**config.mk**
```make
export PLATFORM = sky130hd
export DESIGN_NAME = axis_uart_transceiver_flat
export DESIGN_NICKNAME = d
export VERILOG_FILES = /design/src/rtl/axis_uart_pkg.sv /design/src/rtl/axis_if.sv /design/src/rtl/axis_uart_rx.sv /design/src/rtl/axis_uart_tx.sv /design/src/rtl/axis_uart_transceiver.sv /design/src/flat_wrapper.sv
export SDC_FILE = /design/constraint.sdc
export NUM_CORES = 1
export LEC_CHECK = 0
export ABC_AREA = 1
export CAP_MARGIN = 20
export CORE_ASPECT_RATIO = 0.9
export CORE_UTILIZATION = 35
export DETAILED_ROUTE_END_ITERATION = 10
export DONT_BUFFER_PORTS = 1
export GPL_TIMING_DRIVEN = 0
export REMOVE_ABC_BUFFERS = 1
export SLEW_MARGIN = 40
export SYNTH_ARGS = -nofsm -noshare
export SYNTH_HDL_FRONTEND = slang
export SYNTH_SLANG_ARGS = --single-unit
```
**constraint.sdc**
```tcl
create_clock -name aclk -period 2.6 [get_ports aclk]
set_input_delay 0.52 -clock aclk [delete_from_list [all_inputs] [get_ports aclk]]
set_output_delay 0.52 -clock aclk [all_outputs]
set_load 0.02 [all_outputs]
```
**src/rtl/axis_uart_pkg.sv**
```systemverilog
// Shared definitions for the AXI-Stream UART transceiver: FSM state encodings,
// bit-timing / frame-count derivation and the odd-parity helper.
package axis_uart_pkg;

    typedef enum logic [2:0] {
        TX_IDLE   = 3'd0,
        TX_START  = 3'd1,
        TX_DATA   = 3'd2,
        TX_PARITY = 3'd3,
        TX_STOP   = 3'd4
    } tx_state_t;

    typedef enum logic [2:0] {
        RX_IDLE   = 3'd0,
        RX_START  = 3'd1,
        RX_DATA   = 3'd2,
        RX_PARITY = 3'd3,
        RX_STOP   = 3'd4
    } rx_state_t;

    function automatic int calc_cpb(input int clock, input int baud_rate);
        return clock / baud_rate;
    endfunction

    function automatic int calc_nf(input int axi_data_width, input int data_bits);
        return axi_data_width / data_bits;
    endfunction

    // Odd parity: the parity bit is the complement of the running XOR of the data bits.
    function automatic logic odd_parity_bit(input logic xor_acc);
        return ~xor_acc;
    endfunction

endpackage

```
**src/rtl/axis_if.sv**
```systemverilog
// Minimal AXI-Stream bundle (data, valid, ready) with master and slave views.
interface axis_if #(
    parameter int AXI_DATA_WIDTH = 32
);
    logic [AXI_DATA_WIDTH-1:0] tdata;
    logic                      tvalid;
    logic                      tready;

    modport master (output tdata, output tvalid, input tready);
    modport slave  (input tdata, input tvalid, output tready);
endinterface

```
**src/rtl/axis_uart_rx.sv**
```systemverilog
// UART receiver: synchronises uart_rx, samples each bit at its centre and
// assembles NF frames into one AXIS word held until the sink accepts it.
module axis_uart_rx
    import axis_uart_pkg::*;
#(
    parameter int AXI_DATA_WIDTH = 32,
    parameter int CLOCK          = 20_000_000,
    parameter int BAUD_RATE      = 115200,
    parameter int DATA_BITS      = 8,
    parameter int STOP_BITS      = 1,
    parameter int PARITY_BITS    = 1
) (
    input  logic                      clk,
    input  logic                      rst_n,
    input  logic                      srst,
    input  logic                      rx,
    output logic [AXI_DATA_WIDTH-1:0] tdata,
    output logic                      tvalid,
    input  logic                      tready,
    output logic                      done,
    output logic [1:0]                err
);
    localparam int CPB   = calc_cpb(CLOCK, BAUD_RATE);
    localparam int NF    = calc_nf(AXI_DATA_WIDTH, DATA_BITS);
    localparam int CNT_W = $clog2(CPB + 1);
    localparam int BIT_W = $clog2(DATA_BITS + 1);
    localparam int FRM_W = $clog2(NF + 1);
    localparam logic [CNT_W-1:0] CNT_LAST   = CNT_W'(CPB - 1);
    localparam logic [CNT_W-1:0] HALF_LAST  = CNT_W'(CPB / 2 - 1);
    localparam logic [BIT_W-1:0] BIT_LAST   = BIT_W'(DATA_BITS - 1);
    localparam logic [FRM_W-1:0] FRM_LAST   = FRM_W'(NF - 1);
    localparam logic             STOP_LAST  = (STOP_BITS == 32'sd2);
    localparam bit               HAS_PARITY = (PARITY_BITS != 32'sd0);

    logic                      meta_r, sync_r, prev_r;
    rx_state_t                 state_r, state_s;
    logic [CNT_W-1:0]          cnt_r, cnt_s;
    logic [BIT_W-1:0]          bit_r, bit_s;
    logic [FRM_W-1:0]          frame_r, frame_s;
    logic                      stop_r, stop_s;
    logic [AXI_DATA_WIDTH-1:0] word_r, word_s;
    logic                      par_r, par_s;
    logic                      perr_r, perr_s;
    logic                      ferr_r, ferr_s;
    logic [AXI_DATA_WIDTH-1:0] tdata_r, tdata_s;
    logic                      tvalid_r, tvalid_s;
    logic                      done_r, done_s;
    logic [1:0]                err_r, err_s;
    logic                      bit_end_s;
    logic                      ferr_acc_s;

    assign tdata  = tdata_r;
    assign tvalid = tvalid_r;
    assign done   = done_r;
    assign err    = err_r;

    // Two-flop synchroniser, edge-detect history and FSM/output registers.
    always_ff @(posedge clk or negedge rst_n) begin
        if (!rst_n) begin
            meta_r   <= 1'b1;
            sync_r   <= 1'b1;
            prev_r   <= 1'b1;
            state_r  <= RX_IDLE;
            cnt_r    <= '0;
            bit_r    <= '0;
            frame_r  <= '0;
            stop_r   <= 1'b0;
            word_r   <= '0;
            par_r    <= 1'b0;
            perr_r   <= 1'b0;
            ferr_r   <= 1'b0;
            tdata_r  <= '0;
            tvalid_r <= 1'b0;
            done_r   <= 1'b0;
            err_r    <= 2'b00;
        end else if (srst) begin
            meta_r   <= 1'b1;
            sync_r   <= 1'b1;
            prev_r   <= 1'b1;
            state_r  <= RX_IDLE;
            cnt_r    <= '0;
            bit_r    <= '0;
            frame_r  <= '0;
            stop_r   <= 1'b0;
            word_r   <= '0;
            par_r    <= 1'b0;
            perr_r   <= 1'b0;
            ferr_r   <= 1'b0;
            tdata_r  <= '0;
            tvalid_r <= 1'b0;
            done_r   <= 1'b0;
            err_r    <= 2'b00;
        end else begin
            meta_r   <= rx;
            sync_r   <= meta_r;
            prev_r   <= sync_r;
            state_r  <= state_s;
            cnt_r    <= cnt_s;
            bit_r    <= bit_s;
            frame_r  <= frame_s;
            stop_r   <= stop_s;
            word_r   <= word_s;
            par_r    <= par_s;
            perr_r   <= perr_s;
            ferr_r   <= ferr_s;
            tdata_r  <= tdata_s;
            tvalid_r <= tvalid_s;
            done_r   <= done_s;
            err_r    <= err_s;
        end
    end

    // Next-state logic; data bits shift in at the MSB so frame 0 ends up in the low chunk.
    always_comb begin
        state_s    = state_r;
        cnt_s      = cnt_r + 1'b1;
        bit_s      = bit_r;
        frame_s    = frame_r;
        stop_s     = stop_r;
        word_s     = word_r;
        par_s      = par_r;
        perr_s     = perr_r;
        ferr_s     = ferr_r;
        tdata_s    = tdata_r;
        tvalid_s   = tvalid_r & ~tready;
        done_s     = 1'b0;
        err_s      = 2'b00;
        bit_end_s  = (cnt_r == CNT_LAST);
        ferr_acc_s = ferr_r | ~sync_r;
        case (state_r)
            RX_IDLE: begin
                cnt_s = '0;
                if (prev_r && !sync_r) begin
                    state_s = RX_START;
                end else begin
                    state_s = RX_IDLE;
                end
            end
            RX_START: begin
                if (cnt_r == HALF_LAST) begin
                    cnt_s = '0;
                    if (sync_r) begin
                        state_s = RX_IDLE;
                    end else begin
                        bit_s   = '0;
                        stop_s  = 1'b0;
                        par_s   = 1'b0;
                        perr_s  = 1'b0;
                        ferr_s  = 1'b0;
                        state_s = RX_DATA;
                    end
                end else begin
                    state_s = RX_START;
                end
            end
            RX_DATA: begin
                if (bit_end_s) begin
                    cnt_s  = '0;
                    word_s = {sync_r, word_r[AXI_DATA_WIDTH-1:1]};
                    par_s  = par_r ^ sync_r;
                    if (bit_r == BIT_LAST) begin
                        state_s = HAS_PARITY ? RX_PARITY : RX_STOP;
                    end else begin
                        bit_s = bit_r + 1'b1;
                    end
                end else begin
                    state_s = RX_DATA;
                end
            end
            RX_PARITY: begin
                if (bit_end_s) begin
                    cnt_s   = '0;
                    perr_s  = (sync_r != odd_parity_bit(par_r));
                    state_s = RX_STOP;
                end else begin
                    state_s = RX_PARITY;
                end
            end
            RX_STOP: begin
                if (bit_end_s) begin
                    cnt_s = '0;
                    if (stop_r == STOP_LAST) begin
                        err_s   = {ferr_acc_s, perr_r};
                        state_s = RX_IDLE;
                        if (frame_r == FRM_LAST) begin
                            frame_s = '0;
                            // A word finishing while the previous one is still pending is dropped.
                            if (!tvalid_r) begin
                                tdata_s  = word_r;
                                tvalid_s = 1'b1;
                                done_s   = 1'b1;
                            end else begin
                                tdata_s  = tdata_r;
                            end
                        end else begin
                            frame_s = frame_r + 1'b1;
                        end
                    end else begin
                        stop_s = stop_r + 1'b1;
                        ferr_s = ferr_acc_s;
                    end
                end else begin
                    state_s = RX_STOP;
                end
            end
            default: begin
                state_s = RX_IDLE;
            end
        endcase
    end

endmodule

```
**src/rtl/axis_uart_tx.sv**
```systemverilog
// UART transmitter: latches one AXIS word and serialises it as NF back-to-back
// frames, least-significant chunk first; uart_tx comes straight from a flop.
module axis_uart_tx
    import axis_uart_pkg::*;
#(
    parameter int AXI_DATA_WIDTH = 32,
    parameter int CLOCK          = 20_000_000,
    parameter int BAUD_RATE      = 115200,
    parameter int DATA_BITS      = 8,
    parameter int STOP_BITS      = 1,
    parameter int PARITY_BITS    = 1
) (
    input  logic                      clk,
    input  logic                      rst_n,
    input  logic                      srst,
    input  logic [AXI_DATA_WIDTH-1:0] tdata,
    input  logic                      tvalid,
    output logic                      tready,
    output logic                      tx,
    output logic                      done
);
    localparam int CPB   = calc_cpb(CLOCK, BAUD_RATE);
    localparam int NF    = calc_nf(AXI_DATA_WIDTH, DATA_BITS);
    localparam int CNT_W = $clog2(CPB + 1);
    localparam int BIT_W = $clog2(DATA_BITS + 1);
    localparam int FRM_W = $clog2(NF + 1);
    localparam logic [CNT_W-1:0] CNT_LAST   = CNT_W'(CPB - 1);
    localparam logic [BIT_W-1:0] BIT_LAST   = BIT_W'(DATA_BITS - 1);
    localparam logic [FRM_W-1:0] FRM_LAST   = FRM_W'(NF - 1);
    localparam logic             STOP_LAST  = (STOP_BITS == 32'sd2);
    localparam bit               HAS_PARITY = (PARITY_BITS != 32'sd0);

    tx_state_t                 state_r, state_s;
    logic [CNT_W-1:0]          cnt_r, cnt_s;
    logic [BIT_W-1:0]          bit_r, bit_s;
    logic [FRM_W-1:0]          frame_r, frame_s;
    logic                      stop_r, stop_s;
    logic [AXI_DATA_WIDTH-1:0] shift_r, shift_s;
    logic                      par_r, par_s;
    logic                      tx_r, tx_s;
    logic                      tready_r, tready_s;
    logic                      done_r, done_s;
    logic                      bit_end_s;

    assign tready = tready_r;
    assign tx     = tx_r;
    assign done   = done_r;

    // State and output registers; the word is consumed from shift_r bit 0 upward.
    always_ff @(posedge clk or negedge rst_n) begin
        if (!rst_n) begin
            state_r  <= TX_IDLE;
            cnt_r    <= '0;
            bit_r    <= '0;
            frame_r  <= '0;
            stop_r   <= 1'b0;
            shift_r  <= '0;
            par_r    <= 1'b0;
            tx_r     <= 1'b1;
            tready_r <= 1'b0;
            done_r   <= 1'b0;
        end else if (srst) begin
            state_r  <= TX_IDLE;
            cnt_r    <= '0;
            bit_r    <= '0;
            frame_r  <= '0;
            stop_r   <= 1'b0;
            shift_r  <= '0;
            par_r    <= 1'b0;
            tx_r     <= 1'b1;
            tready_r <= 1'b0;
            done_r   <= 1'b0;
        end else begin
            state_r  <= state_s;
            cnt_r    <= cnt_s;
            bit_r    <= bit_s;
            frame_r  <= frame_s;
            stop_r   <= stop_s;
            shift_r  <= shift_s;
            par_r    <= par_s;
            tx_r     <= tx_s;
            tready_r <= tready_s;
            done_r   <= done_s;
        end
    end

    // Next-state logic; tx_s is the level of the bit that starts at the next edge.
    always_comb begin
        state_s   = state_r;
        cnt_s     = cnt_r + 1'b1;
        bit_s     = bit_r;
        frame_s   = frame_r;
        stop_s    = stop_r;
        shift_s   = shift_r;
        par_s     = par_r;
        tx_s      = tx_r;
        tready_s  = tready_r;
        done_s    = 1'b0;
        bit_end_s = (cnt_r == CNT_LAST);
        case (state_r)
            TX_IDLE: begin
                cnt_s    = '0;
                tx_s     = 1'b1;
                tready_s = 1'b1;
                if (tready_r && tvalid) begin
                    shift_s  = tdata;
                    frame_s  = '0;
                    tx_s     = 1'b0;
                    tready_s = 1'b0;
                    state_s  = TX_START;
                end else begin
                    state_s  = TX_IDLE;
                end
            end
            TX_START: begin
                if (bit_end_s) begin
                    cnt_s   = '0;
                    bit_s   = '0;
                    par_s   = 1'b0;
                    tx_s    = shift_r[0];
                    state_s = TX_DATA;
                end else begin
                    state_s = TX_START;
                end
            end
            TX_DATA: begin
                if (bit_end_s) begin
                    cnt_s   = '0;
                    par_s   = par_r ^ shift_r[0];
                    shift_s = shift_r >> 1;
                    if (bit_r == BIT_LAST) begin
                        if (HAS_PARITY) begin
                            tx_s    = odd_parity_bit(par_s);
                            state_s = TX_PARITY;
                        end else begin
                            tx_s    = 1'b1;
                            stop_s  = 1'b0;
                            state_s = TX_STOP;
                        end
                    end else begin
                        bit_s = bit_r + 1'b1;
                        tx_s  = shift_s[0];
                    end
                end else begin
                    state_s = TX_DATA;
                end
            end
            TX_PARITY: begin
                if (bit_end_s) begin
                    cnt_s   = '0;
                    tx_s    = 1'b1;
                    stop_s  = 1'b0;
                    state_s = TX_STOP;
                end else begin
                    state_s = TX_PARITY;
                end
            end
            TX_STOP: begin
                if (bit_end_s) begin
                    cnt_s = '0;
                    if (stop_r == STOP_LAST) begin
                        if (frame_r == FRM_LAST) begin
                            done_s   = 1'b1;
                            tready_s = 1'b1;
                            tx_s     = 1'b1;
                            state_s  = TX_IDLE;
                        end else begin
                            frame_s  = frame_r + 1'b1;
                            tx_s     = 1'b0;
                            state_s  = TX_START;
                        end
                    end else begin
                        stop_s = stop_r + 1'b1;
                    end
                end else begin
                    state_s = TX_STOP;
                end
            end
            default: begin
                state_s  = TX_IDLE;
                tx_s     = 1'b1;
                tready_s = 1'b0;
            end
        endcase
    end

endmodule

```
**src/rtl/axis_uart_transceiver.sv**
```systemverilog
// AXI-Stream to UART bridge: independent receiver and transmitter sharing only
// the clock and reset.
module axis_uart_transceiver #(
    parameter int AXI_DATA_WIDTH = 32,
    parameter int CLOCK          = 20_000_000,
    parameter int BAUD_RATE      = 115200,
    parameter int DATA_BITS      = 8,
    parameter int STOP_BITS      = 1,
    parameter int PARITY_BITS    = 1
) (
    input  logic       aclk,
    input  logic       aresetn,
    input  logic       uart_rx,
    output logic       uart_tx,
    output logic       rx_done,
    output logic [1:0] rx_error,
    output logic       tx_done,
    axis_if.master     m_axis,
    axis_if.slave      s_axis
);

    axis_uart_rx #(
        .AXI_DATA_WIDTH (AXI_DATA_WIDTH),
        .CLOCK          (CLOCK),
        .BAUD_RATE      (BAUD_RATE),
        .DATA_BITS      (DATA_BITS),
        .STOP_BITS      (STOP_BITS),
        .PARITY_BITS    (PARITY_BITS)
    ) u_rx (
        .clk    (aclk),
        .rst_n  (aresetn),
        .srst   (1'b0),
        .rx     (uart_rx),
        .tdata  (m_axis.tdata),
        .tvalid (m_axis.tvalid),
        .tready (m_axis.tready),
        .done   (rx_done),
        .err    (rx_error)
    );

    axis_uart_tx #(
        .AXI_DATA_WIDTH (AXI_DATA_WIDTH),
        .CLOCK          (CLOCK),
        .BAUD_RATE      (BAUD_RATE),
        .DATA_BITS      (DATA_BITS),
        .STOP_BITS      (STOP_BITS),
        .PARITY_BITS    (PARITY_BITS)
    ) u_tx (
        .clk    (aclk),
        .rst_n  (aresetn),
        .srst   (1'b0),
        .tdata  (s_axis.tdata),
        .tvalid (s_axis.tvalid),
        .tready (s_axis.tready),
        .tx     (uart_tx),
        .done   (tx_done)
    );

endmodule

```
**src/flat_wrapper.sv**
```systemverilog
// flat-port wrapper written by rule: the top's interface ports become plain ports
module axis_uart_transceiver_flat 
#(
    parameter int AXI_DATA_WIDTH = 32,
    parameter int CLOCK          = 20_000_000,
    parameter int BAUD_RATE      = 115200,
    parameter int DATA_BITS      = 8,
    parameter int STOP_BITS      = 1,
    parameter int PARITY_BITS    = 1
)
  (aclk, aresetn, uart_rx, uart_tx, rx_done, rx_error, tx_done, m_axis_tdata, m_axis_tvalid, m_axis_tready, s_axis_tdata, s_axis_tvalid, s_axis_tready);
  axis_if #(.AXI_DATA_WIDTH(AXI_DATA_WIDTH)) m_axis_i ();
  axis_if #(.AXI_DATA_WIDTH(AXI_DATA_WIDTH)) s_axis_i ();
  input  logic aclk;
  input  logic aresetn;
  input  logic uart_rx;
  output logic uart_tx;
  output logic rx_done;
  output logic [1:0] rx_error;
  output logic tx_done;
  output wire logic [$bits(m_axis_i.tdata)-1:0] m_axis_tdata;
  output wire logic [$bits(m_axis_i.tvalid)-1:0] m_axis_tvalid;
  input wire logic [$bits(m_axis_i.tready)-1:0] m_axis_tready;
  input wire logic [$bits(s_axis_i.tdata)-1:0] s_axis_tdata;
  input wire logic [$bits(s_axis_i.tvalid)-1:0] s_axis_tvalid;
  output wire logic [$bits(s_axis_i.tready)-1:0] s_axis_tready;
  assign m_axis_tdata = m_axis_i.tdata;
  assign m_axis_tvalid = m_axis_i.tvalid;
  assign m_axis_i.tready = m_axis_tready;
  assign s_axis_i.tdata = s_axis_tdata;
  assign s_axis_i.tvalid = s_axis_tvalid;
  assign s_axis_tready = s_axis_i.tready;
  axis_uart_transceiver #(.AXI_DATA_WIDTH(AXI_DATA_WIDTH), .CLOCK(CLOCK), .BAUD_RATE(BAUD_RATE), .DATA_BITS(DATA_BITS), .STOP_BITS(STOP_BITS), .PARITY_BITS(PARITY_BITS)) u_core (.aclk(aclk), .aresetn(aresetn), .uart_rx(uart_rx), .uart_tx(uart_tx), .rx_done(rx_done), .rx_error(rx_error), .tx_done(tx_done), .m_axis(m_axis_i), .s_axis(s_axis_i));
endmodule
```
* Word level (Yosys, flattened, before mapping)
Index checks and enable logic that the tools add are counted.
** Cells by class
- Add/subtract/negate cells :: 8
- $mul :: 0
- Div/mod/pow operators :: 0
- Order comparisons :: 0
- Equal/unequal tests :: 36
- Shift-type cells :: 0
- Multiplexer cells :: 88
- Bitwise operators :: 11
- Reductions and logical operators :: 32
** Operators by type and width (count)
- $mux 32 :: 2
- $pmux 32 s2 :: 1
- $mux 3 :: 16
- $mux 1 :: 39
- $ne 2x2->1 const B :: 16
- $pmux 3 s5 :: 2
- $mux 4 :: 7
- $reduce_and 5->1 :: 5
- $mux 8 :: 3
- $pmux 8 s3 :: 1
- $reduce_and 4->1 :: 5
- $eq 3x2->1 const B :: 6
- $add 8x1->8 const B :: 2
- $eq 8x8->1 const B :: 2
- $pmux 4 s2 :: 2
- $pmux 8 s2 :: 1
- $reduce_bool 2->1 :: 7
- $ne 3x3->1 const B :: 4
- $pmux 1 s2 :: 6
- $reduce_and 3->1 :: 4
- $mux 2 :: 5
- $add 4x1->4 const B :: 2
- $eq 4x3->1 const B :: 2
- $eq 8x7->1 const B :: 1
- 18 further kinds :: 34
** Storage, ports and cells
- Bits in registers :: 148
- Latch bits :: 0
- Memory bits (writable) :: 0
- Memory bits (read-only) :: 0
- Input port bits :: 37
- Output and inout bits :: 39
- Word-level logic and storage cells :: 201
- Memories kept :: 0

* Longest topological paths before layout
- Depth after elaboration :: 7
- Depth in mapped cells :: 11

* Cells and area by module
A second synthesis with hierarchy kept.
** Unflattened totals
- Cells, all modules :: 865
- Area, all modules :: 7203.2 µm²
** Modules (own cells, without submodules)
- axis_uart_rx :: times used 1, cells each 449, area each 4192.8 µm²
- axis_uart_tx :: times used 1, cells each 415, area each 3006.6 µm²
- axis_uart_transceiver :: times used 1, cells each 1, area each 3.8 µm²

* Least setup slack after synthesis
OpenSTA, ideal clock, no wires.
- Path type :: flip-flop to flip-flop
- From :: register u_core.u_rx.cnt_r[0]
- To :: register u_core.u_rx.tdata_r[23] (netlist: u_core.u_rx.tdata[23])
- Setup time :: 121 ps
- Data arrival time :: 1407 ps
- Required time :: 2479 ps
- Path slack :: 1072 ps
- Cell stages (with the launch flop) :: 12
- Cell sequence :: dfrtp_1 > inv_1 > ha_1 > nand2_2 > nor2_4 > nand2_4 > nor2_8 > nand2_2 > buf_6 > buf_6 > nand2_1 > o21ai_1
** Between the ends
- Cells in the longest elaborated chain, start to end :: 2
** Ends and longest elaborated chain
- start, declared :: RTL line axis_uart_rx.sv:37 : logic [CNT_W-1:0] cnt_r, cnt_s;
- start signal, assigned :: RTL line axis_uart_rx.sv:98 : cnt_r <= cnt_s;
- $eq 8x8->1 :: RTL line axis_uart_rx.sv:128 : bit_end_s = (cnt_r == CNT_LAST);
- $reduce_and 5->1 (no line)
- end signal, assigned :: RTL line axis_uart_rx.sv:106 : tdata_r <= tdata_s;
- end, declared :: RTL line axis_uart_rx.sv:45 : logic [AXI_DATA_WIDTH-1:0] tdata_r, tdata_s;
No other way between the ends.
A chain may end at the register's enable or synchronous reset.

* Worst setup path after layout
- From :: register u_core.u_tx.state_r[2]
- To :: register u_core.u_tx.shift_r[31]
** Between the ends
- Cells in the longest elaborated chain, start to end :: 3
- Elaborated cells on any way between the ends :: 7
- Classes of those cells :: 3 x eq/ne; 1 x mux; 3 x reduce/logical
** Ends and longest elaborated chain
- start, declared :: RTL line axis_uart_tx.sv:33 : tx_state_t state_r, state_s;
- start signal, assigned :: RTL line axis_uart_tx.sv:74 : state_r <= state_s;
- $eq 3x2->1 / $logic_not 3->1 (equally long branches) :: RTL line axis_uart_tx.sv:100 : case (state_r)
- $ne 2x2->1 (no line) / $reduce_bool 2->1 (equally long branches)
- $reduce_and 3->1 (no line)
- end signal, assigned :: RTL line axis_uart_tx.sv:79 : shift_r <= shift_s;
- end, declared :: RTL line axis_uart_tx.sv:38 : logic [AXI_DATA_WIDTH-1:0] shift_r, shift_s;
Parallel ways exist; a longest one is shown, timed or not.

==> results.rst <==
.. list-table::
   :header-rows: 1

   * - Metric
     - Value
   * - Worst hold margin
     - -0.204 ns
   * - Reg power frac
     - 46.8%
   * - H-Tree Level Count
     - 4
   * - Number of top-level pins
     - 76
   * - Fill cell total of the finished layout
     - 1952
   * - Required time at the endpoint of the critical path
     - 2.90 ns
   * - Top area cells in the synthesized netlist
     - sky130_fd_sc_hd__dfrtp_1 52%, sky130_fd_sc_hd__nand2_1 11%, sky130_fd_sc_hd__inv_1 5.8%
   * - Remaining antenna violation count
     - 0
   * - Cell count after synthesis
     - 774
   * - Per-instance average area after synthesis
     - 8.88 um^2
   * - Iteration count of the initial detailed-routing pass
     - 4
   * - IR drop worst, VDD
     - 0.000420 V
   * - Area of the core
     - 19200 um^2
   * - Sum of negative setup slack
     - 0 ns
   * - Total of flip-flops plus latches after synthesis
     - 146
   * - Arrival time of the worst setup path
     - 2.45 ns
   * - Combined area of the multi-input logic cells
     - 2590 um^2
   * - Starting Density
     - 35.8%
   * - Area overhead of the layout relative to synthesis
     - 11.0%
   * - Detailed-placement wirelength estimate
     - 7750 um
   * - Fin crit share
     - 82.8%
   * - IO buf count
     - 0
   * - Total internal power
     - 3960 uW
   * - Leakage
     - 0.00372 uW
   * - Number of different library cells in the post-synthesis netlist
     - 39
   * - Start-to-end type of the worst setup path
     - reg -> reg
   * - Hold Vio Cnt, Final
     - 143
   * - Vias in the first global route
     - 4617
   * - Pin count of the biggest net entering global routing
     - 147
   * - Placement row count
     - 48
   * - CP Launch Point
     - u_core.u_tx.state_r[2]
   * - Yosys top cell by area
     - sky130_fd_sc_hd__dfrtp_1
   * - Worst setup slack after placement
     - 0.397 ns
   * - Max-Cap Viols
     - 0
   * - Commonest non-fill, non-tap cell in the layout
     - sky130_fd_sc_hd__nand2_1
   * - Max-slew violation count
     - 0
   * - Internal reg-to-reg setup slack
     - 0.45 ns
   * - Worst setup skew after layout
     - 0.00908 ns
   * - Setup ws final
     - 0.448 ns
   * - Count of synthesis-stage warnings from yosys
     - 0
   * - First-pass GRT wire length
     - 21200 um
   * - Maximum clock frequency
     - 0.465 GHz
   * - Clock Sinks
     - 146
   * - Share of total power in the clock network
     - 49.2%
   * - Worst reg2reg path endpoint
     - u_core.u_tx.shift_r[31]
   * - Min cycle time layout
     - 2.15 ns
   * - Worst-Skew Late Latency
     - 0.42 ns
   * - Net count, final
     - 815
   * - Die outline height
     - 135 um
   * - Width of the die
     - 150 um
   * - Vias/cell
     - 4.60
   * - Final core area utilization
     - 39.7%
   * - Storage element area
     - 3660 um^2
   * - Class of the tightest hold or removal check
     - in -> async
   * - Commonest cells after routing, fill and taps aside
     - 195 x sky130_fd_sc_hd__nand2_1, 142 x sky130_fd_sc_hd__dfrtp_1, 106 x sky130_fd_sc_hd__inv_1, 68 x sky130_fd_sc_hd__o21ai_0, 42 x sky130_fd_sc_hd__o21ai_2
   * - Overall routed net length
     - 12300 um
   * - Clk slew on worst S/H paths
     - 0.06 ns
   * - Synth Cell Area
     - 6870 um^2
   * - Run status
     - complete, but fails checks
   * - Routability congestion estimate
     - 0.780
   * - Failing checks
     - negative hold slack
   * - Critical Path End Type
     - flop
   * - Worst flop-to-flop path startpoint
     - u_core.u_tx.state_r[2]
   * - Number of gates resized after cts
     - 0
   * - CTS tree
     - built
   * - Top fanout value on the critical path
     - 67
   * - Switching portion of total power
     - 21.9%
   * - Detailed-route via count
     - 4741
   * - Postcts setup bufs
     - 0
   * - Number of antenna cells inserted
     - 0
   * - Clock tree buffer depth
     - 2
   * - Number of DRC markers after the initial detailed-route iteration
     - 219
   * - CTS buffer count
     - 17
   * - Setup repair after global routing missed its margin
     - no
   * - Kind of launch point of the worst setup path
     - flop
   * - Rel. slew slack
     - 57.4%
   * - Total die area
     - 20200 um^2
   * - DRC violations left
     - 0
   * - Sequential-to-total area share from yosys stat
     - 53.2%
   * - Post-DR wirelength/cell
     - 11.9 um
   * - Net switching power figure
     - 1110 uW
   * - Antenna violations before repair
     - 0
   * - Share of post-route cells with drive strength above 1
     - 15.4%
   * - Endpoints failing setup
     - 0
   * - Overall global routing resource usage
     - 13.3%
   * - Pwr Density
     - 664 nW/um^2
   * - Combinational share of power
     - 3.9%
   * - Slew at the pin closest to its max-slew limit
     - 0.640 ns
   * - Post-synth top area share
     - 51.7%
   * - Aggregate global routing overflow
     - 0
   * - CTS Root Buffer Type
     - sky130_fd_sc_hd__clkbuf_16
   * - Depth of the most critical reg-to-reg path
     - 8
## worst max-delay path: stages, from the launching register on
cell and delay, ns:
sky130_fd_sc_hd__dfrtp_1 0.44, sky130_fd_sc_hd__inv_2 0.14, sky130_fd_sc_hd__nand3_4 0.48, sky130_fd_sc_hd__nor2_4 0.30
sky130_fd_sc_hd__inv_2 0.09, sky130_fd_sc_hd__nand2_8 0.31, sky130_fd_sc_hd__inv_1 0.12, sky130_fd_sc_hd__nand2_1 0.08
sky130_fd_sc_hd__nand2_1 0.05
## power by group through the flow
stage	sequential, uW	combinational (uW)	clock (uW)
after floorplan	2400	166	0
after global placement	2410	191	0
after detailed placement	2410	201	0
after CTS	2370	202	2580
after global routing	2380	233	2660
final	2370	200	2490
## how the worst max path moves through the flow
stage          slack (ns)                      end  cells past startpoint
3_5_place_dp         0.40  u_core.u_tx.shift_r[31]                      8
2_1_floorplan        0.42    u_core.u_rx.tdata[11]                     10
4_1_cts              0.39  u_core.u_tx.shift_r[31]                      8
3_3_place_gp        -0.06  u_core.u_tx.shift_r[31]                      8
6_report             0.45  u_core.u_tx.shift_r[31]                      8
5_1_grt              0.16  u_core.u_tx.shift_r[31]                      8
## per-layer routing
layer / global-route usage, % / up-vias / share of wire, %
met2: 20.8 / 90 / 44
met5: 0 / - / 0
met4: 4.15 / 0 / 0.89
li1: - / 2434 / -
met1: 16.9 / 2209 / 49
met3: 5.14 / 8 / 5.4
## kinds of logic after synthesis
kind of cell,synth area share [%]
AOI/OAI and AO/OA,13.5
xor gates and xnor gates,1.02
adders and majority gates,1.82
DFF,53.2
and+or+nand+nor,21.1
buffers and inverters,9.38
## cell type report
| cell class | count | share of cell area, % |
|---|---|---|
| sequential | 146 | 48.0 |
| multi-input combinational | 491 | 34.0 |
| clock buffer | 22 | 6.09 |
| inverter | 110 | 5.42 |
| tap | 250 | 4.10 |
| clock inverter | 9 | 1.72 |
| timing repair buffer | 2 | 0.722 |
## Yosys cell counts
cell type                    n
sky130_fd_sc_hd__a21o_1      1
sky130_fd_sc_hd__a21oi_1     5
sky130_fd_sc_hd__a31o_2      1
sky130_fd_sc_hd__a31oi_1     1
sky130_fd_sc_hd__and2_1      1
sky130_fd_sc_hd__and3_1      1
sky130_fd_sc_hd__buf_2       3
sky130_fd_sc_hd__buf_4       3
sky130_fd_sc_hd__buf_6      15
sky130_fd_sc_hd__clkbuf_1    4
sky130_fd_sc_hd__clkbuf_2    2
sky130_fd_sc_hd__dfrtp_1   142
sky130_fd_sc_hd__dfstp_2     4
sky130_fd_sc_hd__ha_1       10
sky130_fd_sc_hd__inv_1     106
sky130_fd_sc_hd__inv_2       4
sky130_fd_sc_hd__nand2_1   195
sky130_fd_sc_hd__nand2_2    24
sky130_fd_sc_hd__nand2_4     2
sky130_fd_sc_hd__nand2_8     1
sky130_fd_sc_hd__nand3_1    33
sky130_fd_sc_hd__nand3_2     1
sky130_fd_sc_hd__nand3b_1    1
sky130_fd_sc_hd__nand4_1     7
sky130_fd_sc_hd__nor2_1     39
sky130_fd_sc_hd__nor2_2      3
sky130_fd_sc_hd__nor2_4      4
sky130_fd_sc_hd__nor2_8      1
sky130_fd_sc_hd__nor3_1      5
sky130_fd_sc_hd__nor3_2      1
sky130_fd_sc_hd__o211ai_1    1
sky130_fd_sc_hd__o21a_1      1
sky130_fd_sc_hd__o21ai_0    68
sky130_fd_sc_hd__o21ai_1    31
sky130_fd_sc_hd__o21ai_2    42
sky130_fd_sc_hd__or2_0       1
sky130_fd_sc_hd__or2_2       2
sky130_fd_sc_hd__xnor2_1     3
sky130_fd_sc_hd__xor2_1      5
## registers in the layout (all words and copies together), names as in the netlist, 2 cells and up
signal	count
u_core.u_rx.tdata	32
u_core.u_rx.word_r	32
u_core.u_tx.shift_r	32
u_core.u_rx.cnt_r	8
u_core.u_tx.cnt_r	8
u_core.u_rx.bit_r	4
u_core.u_tx.bit_r	4
u_core.u_rx.frame_r	3
u_core.u_rx.state_r	3
u_core.u_tx.frame_r	3
u_core.u_tx.state_r	3
u_core.u_rx.err	2
## metrics by stage
stage | cell area [um^2] | total power, uW | cells
finish | 7620 | 5070 | 1030
global route | 7620 | 5280 | 1030
CTS | 7620 | 5150 | 1030
detailed placement | 7030 | 2610 | 999
global placement | 6950 | 2600 | 997
floorplan | 6640 | 2570 | 747
No activity file was read; power rests on OpenSTA's default activity.
